### src/rtl/conv_8b_32b.sv
// ---------------------------------------------------------------------------
// conv_8b_32b
//   Byte-to-word packer on the receive side of the 8b link. Bytes arriving
//   one per clk_4f cycle are assembled MSB-first into NBYTES-byte words.
//   Each finished word is held on data_out with valid_out high for HOLD
//   clk_4f cycles, so a consumer running at clk_f can sample it.
//   A valid gap in the middle of a word throws the partial word away and
//   pulses align_err for one cycle.
//
// Qualifier semantics (no backpressure anywhere):
//   valid_in  - data_in is a real byte on every rising clk_4f edge where
//               valid_in is 1. There is no ready; every such byte is taken.
//   valid_out - data_out carries a finished word while valid_out is 1. The
//               consumer must sample it inside the hold window. data_out
//               keeps its last value after valid_out drops.
//
// Ports:
//   clk_4f    in   fast clock, all logic on its rising edge
//   reset     in   synchronous, active-high
//   data_in   in   BYTE_W-bit byte; the first byte of a word lands in the MSBs
//   valid_in  in   data_in qualifier
//   data_out  out  assembled word (registered)
//   valid_out out  data_out qualifier (registered)
//   align_err out  one-cycle pulse when a partial word is discarded
// ---------------------------------------------------------------------------
module conv_8b_32b #(
  parameter int BYTE_W = 8,
  parameter int NBYTES = 4,
  parameter int HOLD   = 4
) (
  input  logic                     clk_4f,
  input  logic                     reset,
  input  logic [BYTE_W-1:0]        data_in,
  input  logic                     valid_in,
  output logic [BYTE_W*NBYTES-1:0] data_out,
  output logic                     valid_out,
  output logic                     align_err
);

  localparam int W      = BYTE_W * NBYTES;
  // Only the first NBYTES-1 bytes need storing; the last one comes straight
  // from data_in on the completion edge.
  localparam int SH_W   = W - BYTE_W;
  localparam int CNT_W  = (NBYTES > 1) ? $clog2(NBYTES) : 1;
  localparam int HOLD_W = (HOLD > 1) ? $clog2(HOLD) : 1;

  localparam logic [CNT_W-1:0]  LAST_BYTE = CNT_W'(NBYTES - 1);
  localparam logic [HOLD_W-1:0] HOLD_LOAD = HOLD_W'(HOLD - 1);

  logic [SH_W-1:0]   shreg;
  logic [CNT_W-1:0]  cnt;
  logic [HOLD_W-1:0] hold_cnt;

  logic word_done;
  logic gap_abort;

  // The byte taken this edge is the last one of the word.
  assign word_done = valid_in && (cnt == LAST_BYTE);
  // A missing byte after the word has started: the partial word is lost.
  assign gap_abort = !valid_in && (cnt != '0);

  always_ff @(posedge clk_4f) begin
    if (reset) begin
      shreg     <= '0;
      cnt       <= '0;
      hold_cnt  <= '0;
      data_out  <= '0;
      valid_out <= 1'b0;
      align_err <= 1'b0;
    end else begin
      // Byte assembly. The cast keeps the low SH_W bits, i.e. drops the
      // oldest byte as the new one shifts in.
      if (valid_in) begin
        shreg <= SH_W'({shreg, data_in});
        if (word_done) begin
          data_out <= {shreg, data_in};
          cnt      <= '0;
        end else begin
          cnt <= cnt + CNT_W'(1);
        end
      end else if (gap_abort) begin
        cnt <= '0;
      end

      align_err <= gap_abort;

      // Hold window. A new completion wins over expiry so back-to-back
      // words keep valid_out high without a dip.
      if (word_done) begin
        valid_out <= 1'b1;
        hold_cnt  <= HOLD_LOAD;
      end else if (valid_out) begin
        if (hold_cnt == '0) begin
          valid_out <= 1'b0;
        end else begin
          hold_cnt <= hold_cnt - HOLD_W'(1);
        end
      end
    end
  end

endmodule

### config.mk
export PLATFORM = sky130hd
export DESIGN_NAME = conv_8b_32b
export DESIGN_NICKNAME = d
export VERILOG_FILES = /design/src/rtl/conv_8b_32b.sv
export SDC_FILE = /design/constraint.sdc
export NUM_CORES = 1
export LEC_CHECK = 0
export ABC_AREA = 1
export BUFFER_PORTS_ARGS = -buffer_cell sky130_fd_sc_hd__buf_2
export CORE_AREA = 4 4 72 74
export DETAILED_ROUTE_END_ITERATION = 7
export DIE_AREA = 0 0 76 78
export PLACE_DENSITY = 0.77
export SLEW_MARGIN = 10
export SYNTH_ARGS = -nofsm -noshare
export SYNTH_HDL_FRONTEND = slang
export SYNTH_SLANG_ARGS = --single-unit
### constraint.sdc
create_clock -name clk_4f -period 2.55 [get_ports clk_4f]
set_input_delay 0.255 -clock clk_4f [delete_from_list [all_inputs] [get_ports clk_4f]]
set_output_delay 0.255 -clock clk_4f [all_outputs]
set_load 0.01 [all_outputs]
==> impl_results.md, run 1 <==
- Status: finished clean
- Final Hold Vio Count: 0
- CP Data Required Time: 2.77 ns
- Die Area: 5930 um^2
- Diodes inserted: 0
- WL per Instance: 11.8 um
- Initial Util: 48.8%
- Worst-path clk slew: 0.06 ns
- Post_cts resized: 0
- Share of the synthesized area in the top cell type: 55.4%
- Syn Area/Cell: 8.30 um^2
- Clk_lat worst skew: 0.32 ns
- Setup crit end kind: flop
- Largest net degree at the start of global routing: 44
- Maximum vdd drop: 361 uV
- Arrival time at the worst endpoint: 1.89 ns
- Core box area: 4600 um^2
- Leak: 0.00113 uW
- Area delta synth->final: 15.0%
- Critical-path cell list: ha_1, nand2_1, clkinv_4, nor2_1, nor2_1
- Slew Limit Fails: 0
- Gate Count Post-Synth: 270
- Clock skew: 0.00263 ns
- Synth cell types: 18
- CTS Sinks: 62
- DR vias: 1,824
- CTS max path bufs: 2
- Initial drt markers: 112
- PD cells: 728 nW/um^2
- Buffers on Ports: 44
- Ys async rst share: 0%
- CP max FO: 32
- Synth Cell Area: 2240 um^2
- Ys Warns: 0
- DR DRC count: 0
- # rows: 25
- Crit-path max cell delay: 0.45 ns
- Worst-Margin Slew: 0.598 ns
- Net Count, Synth: 284
- I/O Pins: 45
- Main flop type after synthesis: dfxtp_1
- Sequential cell area fraction in the yosys report: 55.4%
- GRT Total Usage: 15.6%
- Fin crit share: 65.6%
- Finished Layout Cells: 366
- CTS buffer count: 9
- GP Congestion: 0.768
- Maximum clock frequency: 598 MHz
- HPWL after DPL: 2910 um
- H-tree lvl count: 3
- Synth area leaders: dfxtp_1 (55%), nor2_1 (13%), o21ai_0 (8.5%)
- Layout cells sized above 1: 19.9%
- Die height: 78 um
- Post-synth top area cell: dfxtp_1
- Final setup vio count: 0
- Commonest non-fill, non-tap cell in the layout: nor2_1
- Vias in the first global route: 1,647
- Cell mode on critical path: nor2_1
- Max Cap Viol: 0
- Setup WS post-layout: 0.877 ns
- Hold WC Path Type: input pin to flop
- Clock Tree Root: clkbuf_8
- Pre-CTS worst setup slack: 0.876 ns
- Post-synth EDFFs: 0
- Crit-path slowest cell: nand2_1
- Via density: 4.98
- CTS Hold Buffers Added: 0
- Detailed Routing Iterations Pass 1: 4
- CP startpoint kind: flop
- Fin Hold WS: 0.196 ns
- Tmin final: 1.67 ns
- RSZ-0062 raised after global routing: false
- Post-CTS setup buffers: 0
- CTS tree: yes
- Placed cell count: 352
- Most frequent cells in the layout: nor2_1 (78), dfxtp_1 (62), buf_2 (44)
- Global-route wire length before repair: 7440 um
- Nets: 323
- Die W: 76 um
- Total Negative Setup Slacks: 0 ns
- Grt ovf: 0
- Crit path kind: flop to flop
- Final wirelength: 4320 um
- Initial antenna violation count: 0
- Final ANT Viol Nets: 0
- Synthesized flop and latch total: 62
- Slew headroom: 60.0%
state kept, by name (all words and copies together), names as in the netlist:
signal     flops
shreg         24
data_out      32
align_err      1
hold_cnt       2
valid_out      1
cnt            2
final cells by class:
class,instances,area [um^2]
multi-input cells,174,792
repair buffers,46,235
fillers,442,2020
inverters,16,67.6
clock inverters,1,5.00
clock buffers,13,169
well taps,54,67.6
flip-flops and latches,62,1240
where the power goes:
group | internal (uW) | switching, uW
registers | 1000 | 17.4
logic | 40.2 | 70.0
clock network | 420 | 327
total | 1460 | 414
worst max-delay path, delay by kind of cell, from the launching register on:
family / cells / cell delay, ns
buffers and inverters: 1 / 0.35
and+or+nand+nor: 3 / 0.69
adders and majority gates: 1 / 0.19
DFF: 1 / 0.32
stage by stage:
step                util, %  area, um^2  total power [uW]
detailed placement     52.3        2400              1150
CTS                    56.1        2580              1900
floorplan                 -        2240              1120
global route           56.1        2580              1970
finish                 56.1        2580              1880
global placement       52.3        2400              1150
layer usage:
metal	vias to the layer above	track usage [%]	part of all wire [%]	wire length (um)
met5	-	0	0	0
met4	0	6.94	1.6	70
met3	8	7.42	6.1	263
met2	44	23.6	47	2010
met1	824	18.6	46	1970
li1	948	-	-	-
synthesized netlist by cell type, types with 2 or more instances:
master    number
ha_1           3
nor2_1        78
o21ai_1        5
dfxtp_1       62
clkbuf_1       3
a21oi_1       18
buf_6          8
a211oi_1       8
inv_1         13
o21ai_0       38
buf_4          2
nand2_1       19
buf_2          5
nand3_1        4
path summary, 6_finish.rpt:
check / end / cells after the start / slack [ns] / startpoint
hold reg to reg: data_out[18]$_SDFFE_PP0P_ / 2 / 0.47 / data_out[18]$_SDFFE_PP0P_
setup reg to reg: data_out[6]$_SDFFE_PP0P_ / 5 / 0.88 / cnt[0]$_SDFFE_PP0P_
hold / removal: shreg[3]$_SDFFE_PP0P_ / 3 / 0.20 / data_in[3]
setup / recovery: data_out[6]$_SDFFE_PP0P_ / 5 / 0.88 / cnt[0]$_SDFFE_PP0P_
cell families after synthesis:
kind of cell,share of synthesized area [%]
AO/OA/AOI/OAI,16.3
adder cells (fa/ha/maj),1.67
buffers and inverters,9.32
flip-flops,55.4
AND/OR/NAND/NOR,17.4
(Power assumes the default switching activity.)
==> inputs of run 2 (changes only) <==
Clock period 2.55 ns to 1.75 ns, I/O delays scaled along.
==> run 2 against run 1 <==
Against the previous run: sequential power is 46% higher; global-route usage is 0.99 points higher; final cell count is 0.55% higher; clock skew is 0.0020 ns higher; total power is 46% higher; count of clock-buffer cells in the layout is 1 higher; combinational power is 47% higher; via count is 0.44% higher; utilization hardly changed; highest routed layer unchanged.
==> impl_results.md, run 2 (synthesis gave the netlist of run 1 again) <==
- Status: finished clean
- Nets: 324
- H-tree lvl count: 3
- CP Data Required Time: 1.97 ns
- FF-to-FF path depth: 5
- Clock skew: 0.00461 ns
- HPWL after DPL: 3070 um
- CTS max path bufs: 2
- Clk_lat worst skew: 0.33 ns
- Setup crit end kind: flop
- CTS Sinks: 62
- Grt ovf: 0
- Core box area: 4600 um^2
- Leak: 0.00113 uW
- Post-CTS setup buffers: 0
- Flip-flop and latch area: 1240 um^2
- DR vias: 1,832
- Maximum clock frequency: 767 MHz
- Hold WC Path Type: input pin to flop
- DR DRC count: 0
- Worst-Margin Slew: 0.518 ns
- Diodes inserted: 0
- Vias in the first global route: 1,752
- Global-route wire length before repair: 7880 um
- Die height: 78 um
- Crit-path max cell delay: 0.32 ns
- Die Area: 5930 um^2
- Most frequent cells in the layout: nor2_1 (78), dfxtp_1 (62), buf_2 (44)
- CP max FO: 32
- Layout cells sized above 1: 19.7%
- Slew headroom: 65.4%
- Largest net degree at the start of global routing: 44
- Critical-path cell list: ha_1, nand2_1, clkinv_4, nor2_1, nor2_1
- Tmin final: 1.30 ns
- Top reg by flops: data_out
- # rows: 25
- CTS buffer count: 9
- Initial drt markers: 107
- I/O Pins: 45
- Cell mode on critical path: nor2_1
- Maximum vdd drop: 544 uV
- WL per Instance: 12.3 um
- Post_cts resized: 0
- Die W: 76 um
- CP startpoint kind: flop
- Final ANT Viol Nets: 0
- Number of flip-flops in the largest register: 32
- Initial antenna violation count: 0
- Worst-path clk slew: 0.06 ns
- Final wirelength: 4530 um
- Multi-input logic area: 792 um^2
- Detailed Routing Iterations Pass 1: 4
- Crit path kind: flop to flop
- GP Congestion: 0.742
- Fillers: 455
- Hold path cells: 3
- Clock Tree Root: clkbuf_8
- Area delta synth->final: 15.0%
- Largest regs: data_out (32), shreg (24)
- PD cells: 1060 nW/um^2
- Slew Limit Fails: 0
- GRT Total Usage: 16.6%
- Initial Util: 48.8%
- Fin crit share: 74.5%
- Crit-path slowest cell: dfxtp_1
- Placed cell count: 353
- RSZ-0062 raised after global routing: false
- Final Power: 2730 uW
- Commonest non-fill, non-tap cell in the layout: nor2_1
- Total Negative Setup Slacks: 0 ns
- Finished Layout Cells: 368
- Max Cap Viol: 0
- Arrival time at the worst endpoint: 1.53 ns
- CTS tree: yes
- Via density: 4.98
- Final setup vio count: 0
- CTS Hold Buffers Added: 0
- Final Hold Vio Count: 0
- Buffers on Ports: 44
## run 2: cell types whose count changed in the layout (fill, tap and decap cells not counted), sizes merged
cell / previous run / this run
clkbuf: 13 / 14
buf: 46 / 47
## run 2: per-stage QoR
step                      setup WS, ns  util [%]  area [um^2]  hold WS, ns
after floorplan                  0.622         -         2240        0.322
after global placement           0.473      52.4         2410        0.445
after detailed placement         0.447      52.4         2410        0.453
after CTS                        0.422      56.1         2580       0.0998
after global routing             0.302      56.1         2580        0.106
final                            0.446      56.1         2580        0.115
## run 2: worst max-delay path, delay by kind of cell (launching register included)
kind          cells  cell delay, ns
simple gates      3            0.42
flops             1            0.32
buf+inv           1            0.24
fa+ha+maj         1            0.19
## run 2: power by group
part	switching [uW]	leakage, uW	internal [uW]
registers	26.1	0.000505	1460
clock network	500	0.0000865	583
logic	103	0.000534	58.9
total	630	0.00113	2100
## run 2: path summary, 6_finish.rpt
kind	from	endpoint	slack (ns)
max	cnt[0]$_SDFFE_PP0P_	data_out[9]$_SDFFE_PP0P_	0.45
min reg2reg	shreg[7]$_SDFFE_PP0P_	shreg[15]$_SDFFE_PP0P_	0.48
max reg2reg	cnt[0]$_SDFFE_PP0P_	data_out[9]$_SDFFE_PP0P_	0.45
min	data_in[2]	shreg[2]$_SDFFE_PP0P_	0.12
## run 2: area by class of cell
type | count | area share (%)
repair buffers | 47 | 9.41
multi-input cells | 174 | 30.7
flip-flops and latches | 62 | 48.1
inverters | 16 | 2.62
clock buffers | 14 | 6.31
well taps | 54 | 2.62
clock inverters | 1 | 0.194
## run 2: per-layer routing
layer  share of wire (%)  vias to the layer above  GRT usage [%]
met3                 5.4                       11           4.87
met1                  46                      827           19.4
met5                   0                        -              0
met4                 2.0                        0           9.61
li1                    -                      952              -
met2                  47                       42           26.8
